## src/rtl/time_pkg.sv

```systemverilog
// Shared types and default widths for time-unit consumers.
// Optional feature macro used by users of this package: TIME_GATE_LATE_CNT_EN.
package time_pkg;

    localparam int unsigned TIME_W = 48;
    localparam int unsigned DATA_W = 32;
    localparam int unsigned LATE_W = 16;

    typedef logic [TIME_W-1:0] time_t;

    typedef enum logic [1:0] {
        IDLE = 2'd0,
        WAIT = 2'd1,
        SEND = 2'd2
    } gate_state_t;

endpackage

```

## src/rtl/unit_time_counter.sv

```systemverilog
// Free-running time-unit counter: clear has priority over increment, wraps silently.
module unit_time_counter
    import time_pkg::*;
#(
    parameter int unsigned TW = TIME_W
) (
    input  logic          clk,
    input  logic          reset,
    input  logic          clear,
    input  logic          tick,
    output logic [TW-1:0] count
);

    // Clear wins over a coincident tick; increment is modulo 2^TW.
    always_ff @(posedge clk or negedge reset) begin
        if (!reset) begin
            count <= '0;
        end else if (clear) begin
            count <= '0;
        end else if (tick) begin
            count <= count + TW'(1);
        end
    end

endmodule

```

## src/rtl/time_unit_event_gate.sv

```systemverilog
// Holds one timestamped event until curr_time reaches its release time, then
// offers it downstream over valid/ready.
// Optional macro TIME_GATE_LATE_CNT_EN: enables the saturating late-event counter;
// without it late_count is tied to zero.
module time_unit_event_gate
    import time_pkg::*;
#(
    parameter int unsigned TW = TIME_W,
    parameter int unsigned DW = DATA_W,
    parameter int unsigned LW = LATE_W
) (
    input  logic          clk,
    input  logic          reset,
    input  logic          unit_pulse,
    input  logic          time_reset,
    input  logic [TW-1:0] in_time,
    input  logic [DW-1:0] in_data,
    input  logic          in_valid,
    output logic          in_ready,
    output logic [DW-1:0] out_data,
    output logic          out_valid,
    input  logic          out_ready,
    output logic [TW-1:0] curr_time,
    output logic [LW-1:0] late_count
);

    gate_state_t   state;
    gate_state_t   state_nxt;
    logic [TW-1:0] held_time;
    logic [DW-1:0] held_data;
    logic          time_met;

    unit_time_counter #(
        .TW(TW)
    ) u_time (
        .clk   (clk),
        .reset (reset),
        .clear (time_reset),
        .tick  (unit_pulse),
        .count (curr_time)
    );

    // Unsigned compare against the registered (pre-increment) time; no wrap handling.
    assign time_met = (curr_time >= held_time);

    // State register.
    always_ff @(posedge clk or negedge reset) begin
        if (!reset) begin
            state <= IDLE;
        end else begin
            state <= state_nxt;
        end
    end

    // Next-state logic: accept, wait for due time, hand off.
    always_comb begin
        state_nxt = state;
        case (state)
            IDLE:    if (in_valid)  state_nxt = WAIT;
            WAIT:    if (time_met)  state_nxt = SEND;
            SEND:    if (out_ready) state_nxt = IDLE;
            default:                state_nxt = IDLE;
        endcase
    end

    // Handshake flags decoded from state only.
    always_comb begin
        in_ready  = 1'b0;
        out_valid = 1'b0;
        case (state)
            IDLE:    in_ready  = 1'b1;
            SEND:    out_valid = 1'b1;
            default: ;
        endcase
    end

    // Capture the offered event on accept; untouched by time_reset.
    always_ff @(posedge clk or negedge reset) begin
        if (!reset) begin
            held_time <= '0;
            held_data <= '0;
        end else if ((state == IDLE) && in_valid) begin
            held_time <= in_time;
            held_data <= in_data;
        end
    end

    // Payload register loaded on entry to SEND so it holds the last release while idle.
    always_ff @(posedge clk or negedge reset) begin
        if (!reset) begin
            out_data <= '0;
        end else if ((state == WAIT) && time_met) begin
            out_data <= held_data;
        end
    end

`ifdef TIME_GATE_LATE_CNT_EN
    logic [LW-1:0] late_q;
    logic          late_accept;

    assign late_accept = (state == IDLE) && in_valid && (in_time < curr_time);

    // Saturating count of events accepted after their release time.
    always_ff @(posedge clk or negedge reset) begin
        if (!reset) begin
            late_q <= '0;
        end else if (time_reset) begin
            late_q <= '0;
        end else if (late_accept && (late_q != {LW{1'b1}})) begin
            late_q <= late_q + LW'(1);
        end
    end

    assign late_count = late_q;
`else
    assign late_count = '0;
`endif

endmodule

```

## config.mk

```make
export PLATFORM = sky130hd
export DESIGN_NAME = time_unit_event_gate
export DESIGN_NICKNAME = d
export VERILOG_FILES = /design/src/rtl/time_pkg.sv /design/src/rtl/unit_time_counter.sv /design/src/rtl/time_unit_event_gate.sv
export SDC_FILE = /design/constraint.sdc
export NUM_CORES = 1
export LEC_CHECK = 0
export ABC_CLOCK_PERIOD_IN_PS = 2300
export BUFFER_PORTS_ARGS = -buffer_cell sky130_fd_sc_hd__buf_4
export CORE_ASPECT_RATIO = 2
export CORE_MARGIN = 4
export CORE_UTILIZATION = 50
export DETAILED_ROUTE_END_ITERATION = 7
export GPL_TIMING_DRIVEN = 0
export PLACE_DENSITY_LB_ADDON = 0.3
export REMOVE_ABC_BUFFERS = 1
export SLEW_MARGIN = 20
export SYNTH_ARGS = -nofsm -noshare
export SYNTH_HDL_FRONTEND = slang
export SYNTH_SLANG_ARGS = --single-unit
```

## constraint.sdc

```tcl
create_clock -name clk -period 2.3 [get_ports clk]
set_input_delay 0.46 -clock clk [delete_from_list [all_inputs] [get_ports clk]]
set_output_delay 0.46 -clock clk [all_outputs]
set_load 0.01 [all_outputs]
```

Word level (Yosys, flattened, before mapping)
Index checks and enable logic that the tools add are counted.
- shift-type cells: 0
- multiply operators: 0
- bitwise operators: 0
- $lt $le $gt $ge: 1
- div/mod/pow operators: 0
- add/sub/neg operators: 1
- mux-type cells: 8
- eq/ne operators: 5
- reduce and logical (&&, ||, !) cells: 5
- operators with widths (operator ; count):
    2-to-1 mux 48 bit ; 2
    adder 48 x 1 -> 48 bit, second input constant ; 1
    greater-or-equal comparator 48 bit ; 1
    2-to-1 mux 2 bit ; 3
    inequality test 2 bit, second input constant ; 3
    case mux 2 bit (3 select lines) ; 1
    AND reduction 3 bit ; 1
    == test 2 x 1 -> 1 bit, second input constant ; 1
    == test 2 bit, second input constant ; 1
    logical AND 1 bit ; 2
    zero test 2 bit ; 1
    2-to-1 mux 1 bit ; 2
    nonzero test 2 bit ; 1
- ROM bits: 0
- bits in latches: 0
- memories: 0
- input bits: 86
- RAM bits: 0
- register bits after elaboration: 162

Depth between registers and ports, before layout
- depth in word-level cells: 3
- depth in mapped cells: 10
- depth with buffers taken out: 8

By module
Synthesis repeated with hierarchy kept, for this count alone.
- cell total of the unflattened synthesis: 760
- area, all modules: 8135.3 um2
- modules (own cells, without submodules) (module ; sequential area each (um2) ; area each (um2) ; cells each ; times used):
    time_unit_event_gate ; 2852.7 ; 5594.1 ; 486 ; 1
    unit_time_counter ; 1201.2 ; 2541.2 ; 274 ; 1

Worst setup path after synthesis
Ideal clock, no wire load.
- kind: flip-flop to flip-flop
- start point: reg u_time.count[23]
- end point: reg out_data[10]
- setup slack: -30 ps
- setup time: 136 ps
- stages on the path, launching flop included: 9
- arrival: 2194 ps
- cell sequence: dfrtp_1 > ha_1 > a21oi_1 > o21ai_0 > a221oi_1 > clkbuf_1 > a21oi_1 > a221oi_1 > o21ai_0
- cells in the longest elaborated chain, start to end: 2
- ends and longest elaborated chain (element ; line ; source):
    start: declaration ; unit_time_counter.sv:11 ; output logic [TW-1:0] count
    start signal: assignment ; unit_time_counter.sv:21 ; count <= count + TW'(1);
    greater-or-equal comparator 48 bit ; time_unit_event_gate.sv:44 ; assign time_met = (curr_time >= held_time);
    logical AND 1 bit ; time_unit_event_gate.sv:92 ; end else if ((state == WAIT) && time_met) begin
    end signal: assignment ; time_unit_event_gate.sv:93 ; out_data <= held_data;
    end: declaration ; time_unit_event_gate.sv:20 ; output logic [DW-1:0] out_data,
No other way between the ends.
A chain may end at the register's enable or synchronous reset.

Final worst setup path
- start point: reg u_time.count[43]
- end point: reg out_data[13]
Same word-level chain as after synthesis.

==> qor.yml <==
outcome:
  status: "finished with violations"
  violations: "negative hold slack, negative setup slack"
timing:
  hold_ws_ns: -0.0382
  timing_hold_violations_final: 7
  tightestPinTransition_ns: 0.613
  setup_viol: 24
  slew_violations: 0
  worst_slack_ns: -0.124
  period_share_pct: 105
  fmax_mhz: 413
  fin_skew_ns: 0.00946
  relSlewSlack_pct: 58.8
  timing.final.crit_period_ns: 2.42
  rsz0062_at_grt: "yes"
yosys:
  synthArstFlopShare_pct: 100
  synth_edf_count: 0
  syn_area_sq_um: 8840
  synth_top_area_cell: "dfrtp_1"
  ys_seq_area_share_pct: 45.9
  synth_top_area_share_pct: 45.9
  syn_avg_cell_area_sq_um: 9.48
  yosysWarnings: 0
  synth-seq-cells: 162
  synth_cell_types: 58
  synth_ff_type: "dfrtp_1"
  synth.most_common_cell: "dfrtp_1"
  synthTopCellsByArea: "dfrtp_1, o21ai_0, ha_1"
  synth_common_cells: "dfrtp_1, o21ai_0, nand2_1"
  syn_inst: 932
clock_network:
  h-tree-depth: 4
  cts_num_sinks: 162
  cts_root_buf: "clkbuf_16"
  clk_pin_slew_ns: 0.06
  cts_tree: "done"
  worstSkewPairLatency_ns: 0.43
  clock_path_buffers: 2
  ctsHoldBuffers: 0
  numCtsBuffers: 17
cells_and_area:
  multi_input_area_sq_um: 5090
  seqCellArea_sq_um: 4090
  areaGrowthSynthToFinish_pct: 42.4
  fin_area_sq_um: 12600
  nFillCells: 1265
  nNetsFinal: 1304
  num_antenna_cells: 0
  drive_gt1_share_pct: 40.9
place:
  numPortBuffers: 167
  hpwl_um: 16400
  place_area_sq_um: 10400
  gp_congestion: 0.824
critical_path:
  ff2ff_setup_slack_ns: -0.12
  crit_arrival_ns: 2.72
  setup.worst_path.end_class: "flop"
  path_class: "reg -> reg"
  reg2reg_to: "out_data[13]"
  critPathLaunch: "u_time.count[43]"
  cpMaxStageDelayCell: "dfrtp_2"
  cp_data_required_time_ns: 2.60
  cp-start-kind: "flop"
  path_cells: "ha_4, nand4_1, nor4_4, buf_6, and2_4, nand2_8, o21ai_0, o21ai_1"
  critPathMaxFanout: 16
  r2r_cells: 8
  slowest_delay_ns: 0.44
  reg2reg_from: "u_time.count[43]"
floorplanning:
  die_area_sq_um: 20000
  io_pins: 184
  core_area_sq_um: 17400
  start_util_pct: 50.9
  die_h_um: 196
  die_x_um: 102
  rows: 68
routing:
  ant_nets: 0
  wl_um: 28800
  drcViolationCount: 0
  dr.pass1.iters: 5
  vias: 8303
  drtIter0Drc: 405
  viasPerCell: 5.96
  wire_per_inst_um: 20.7
power:
  p_per_area_nw_per_um2: 536
  ir_worst_vdd_v: 0.000402
  leakage_uw: 0.00589
global_route:
  grt_pass1_wl_um: 41800
  grt_antenna_before_repair: 0
  grt_start_max_net_pins: 94
  grt_pass1_vias: 8316
  grt_usage_pct: 26.6
  grt_remaining_overflow: 0
worst_hold_path:
  hp-class: "in -> async"
job:
  maxCapViolCount: 0
-- critical path: cells and delay by family, from the launching register on --
kind	cells	cell delay (ns)
fa+ha+maj	1	0.27
flops	1	0.44
simple gates	4	1.05
buf+inv	1	0.15
compound gates	2	0.37
-- cell usage in the layout, fill, tap and decap left out, types with 20 or more instances in the layout --
cell type,instances
a221oi_2,30
nand3_1,45
nand2_1,75
o21ai_1,49
a21oi_1,52
mux2_2,37
nand4_1,23
o21ai_0,73
inv_1,52
clkbuf_16,22
ha_1,32
buf_4,240
xor2_1,20
dfrtp_1,131
dfrtp_2,31
nor2_1,45
and3_1,24
-- cell families after synthesis --
kind of cell,count (synthesis),synth area share (%)
buf+inv,128,6.26
simple gates,284,17.0
fa+ha+maj,49,6.94
compound gates,235,15.5
mux,39,5.00
flops,162,45.9
other cells,1,0.0424
xor+xnor,34,3.37
-- sequential cells by signal, indices dropped and copies added (netlist names) --
signal,flops
state,2
held_time,48
held_data,32
u_time.count,48
out_data,32
-- power breakdown --
part | internal, uW | total [uW] | switching, uW
logic | 329 | 688 | 359
registers | 3030 | 3150 | 121
clock network | 1740 | 2910 | 1170
total | 5100 | 6750 | 1650
-- stage by stage --
step	utilization [%]	setup WS (ns)	setup TNS, ns	power (uW)	std cells
2_1_floorplan	-	-1.92	-140.65	3450	874
3_3_place_gp	58.0	-4.29	-346.56	3730	1251
3_5_place_dp	59.8	-1.62	-61.86	3780	1266
4_1_cts	67.6	-0.0689	-0.772	6700	1357
5_1_grt	72.5	-0.189	-2.67	7010	1392
6_report	72.5	-0.124	-0.923	6750	1392
-- routing by layer --
metal / global-route usage, % / routed length (um) / share of wire, % / vias to the layer above
li1: - / - / - / 3791
met2: 46.6 / 15300 / 53 / 359
met3: 4.73 / 1660 / 5.8 / 112
met5: 0 / 0 / 0 / -
met4: 16.7 / 1900 / 6.6 / 0
met1: 28.6 / 9920 / 34 / 4041
-- how the worst max path moves through the flow --
| stage | endpoint | slack [ns] | cells past startpoint |
|---|---|---|---|
| final | out_data[13] | -0.12 | 8 |
| after global routing | out_data[13] | -0.19 | 8 |
| after CTS | out_data[19] | -0.07 | 9 |
| after detailed placement | out_data[28] | -1.62 | 8 |
| after global placement | out_data[9] | -4.29 | 4 |
| after floorplan | out_data[0] | -1.92 | 4 |
-- area by class of cell --
| type | count | area share [%] |
|---|---|---|
| clock buffers | 24 | 3.99 |
| well taps | 210 | 2.09 |
| flip-flops and latches | 162 | 32.5 |
| multi-input cells | 665 | 40.5 |
| inverters | 55 | 1.64 |
| repair buffers | 268 | 18.5 |
| clock inverters | 8 | 0.795 |
-- what timing repair did --
| action | in CTS | in global routing |
|---|---|---|
| buffers inserted | 53 | 26 |
| endpoints found under the setup margin | 46 | 43 |
| gates cloned | 6 | 9 |
| resized for setup | 75 | 128 |
| pin swaps | 17 | 44 |
Power figures use the tool's default switching activity.
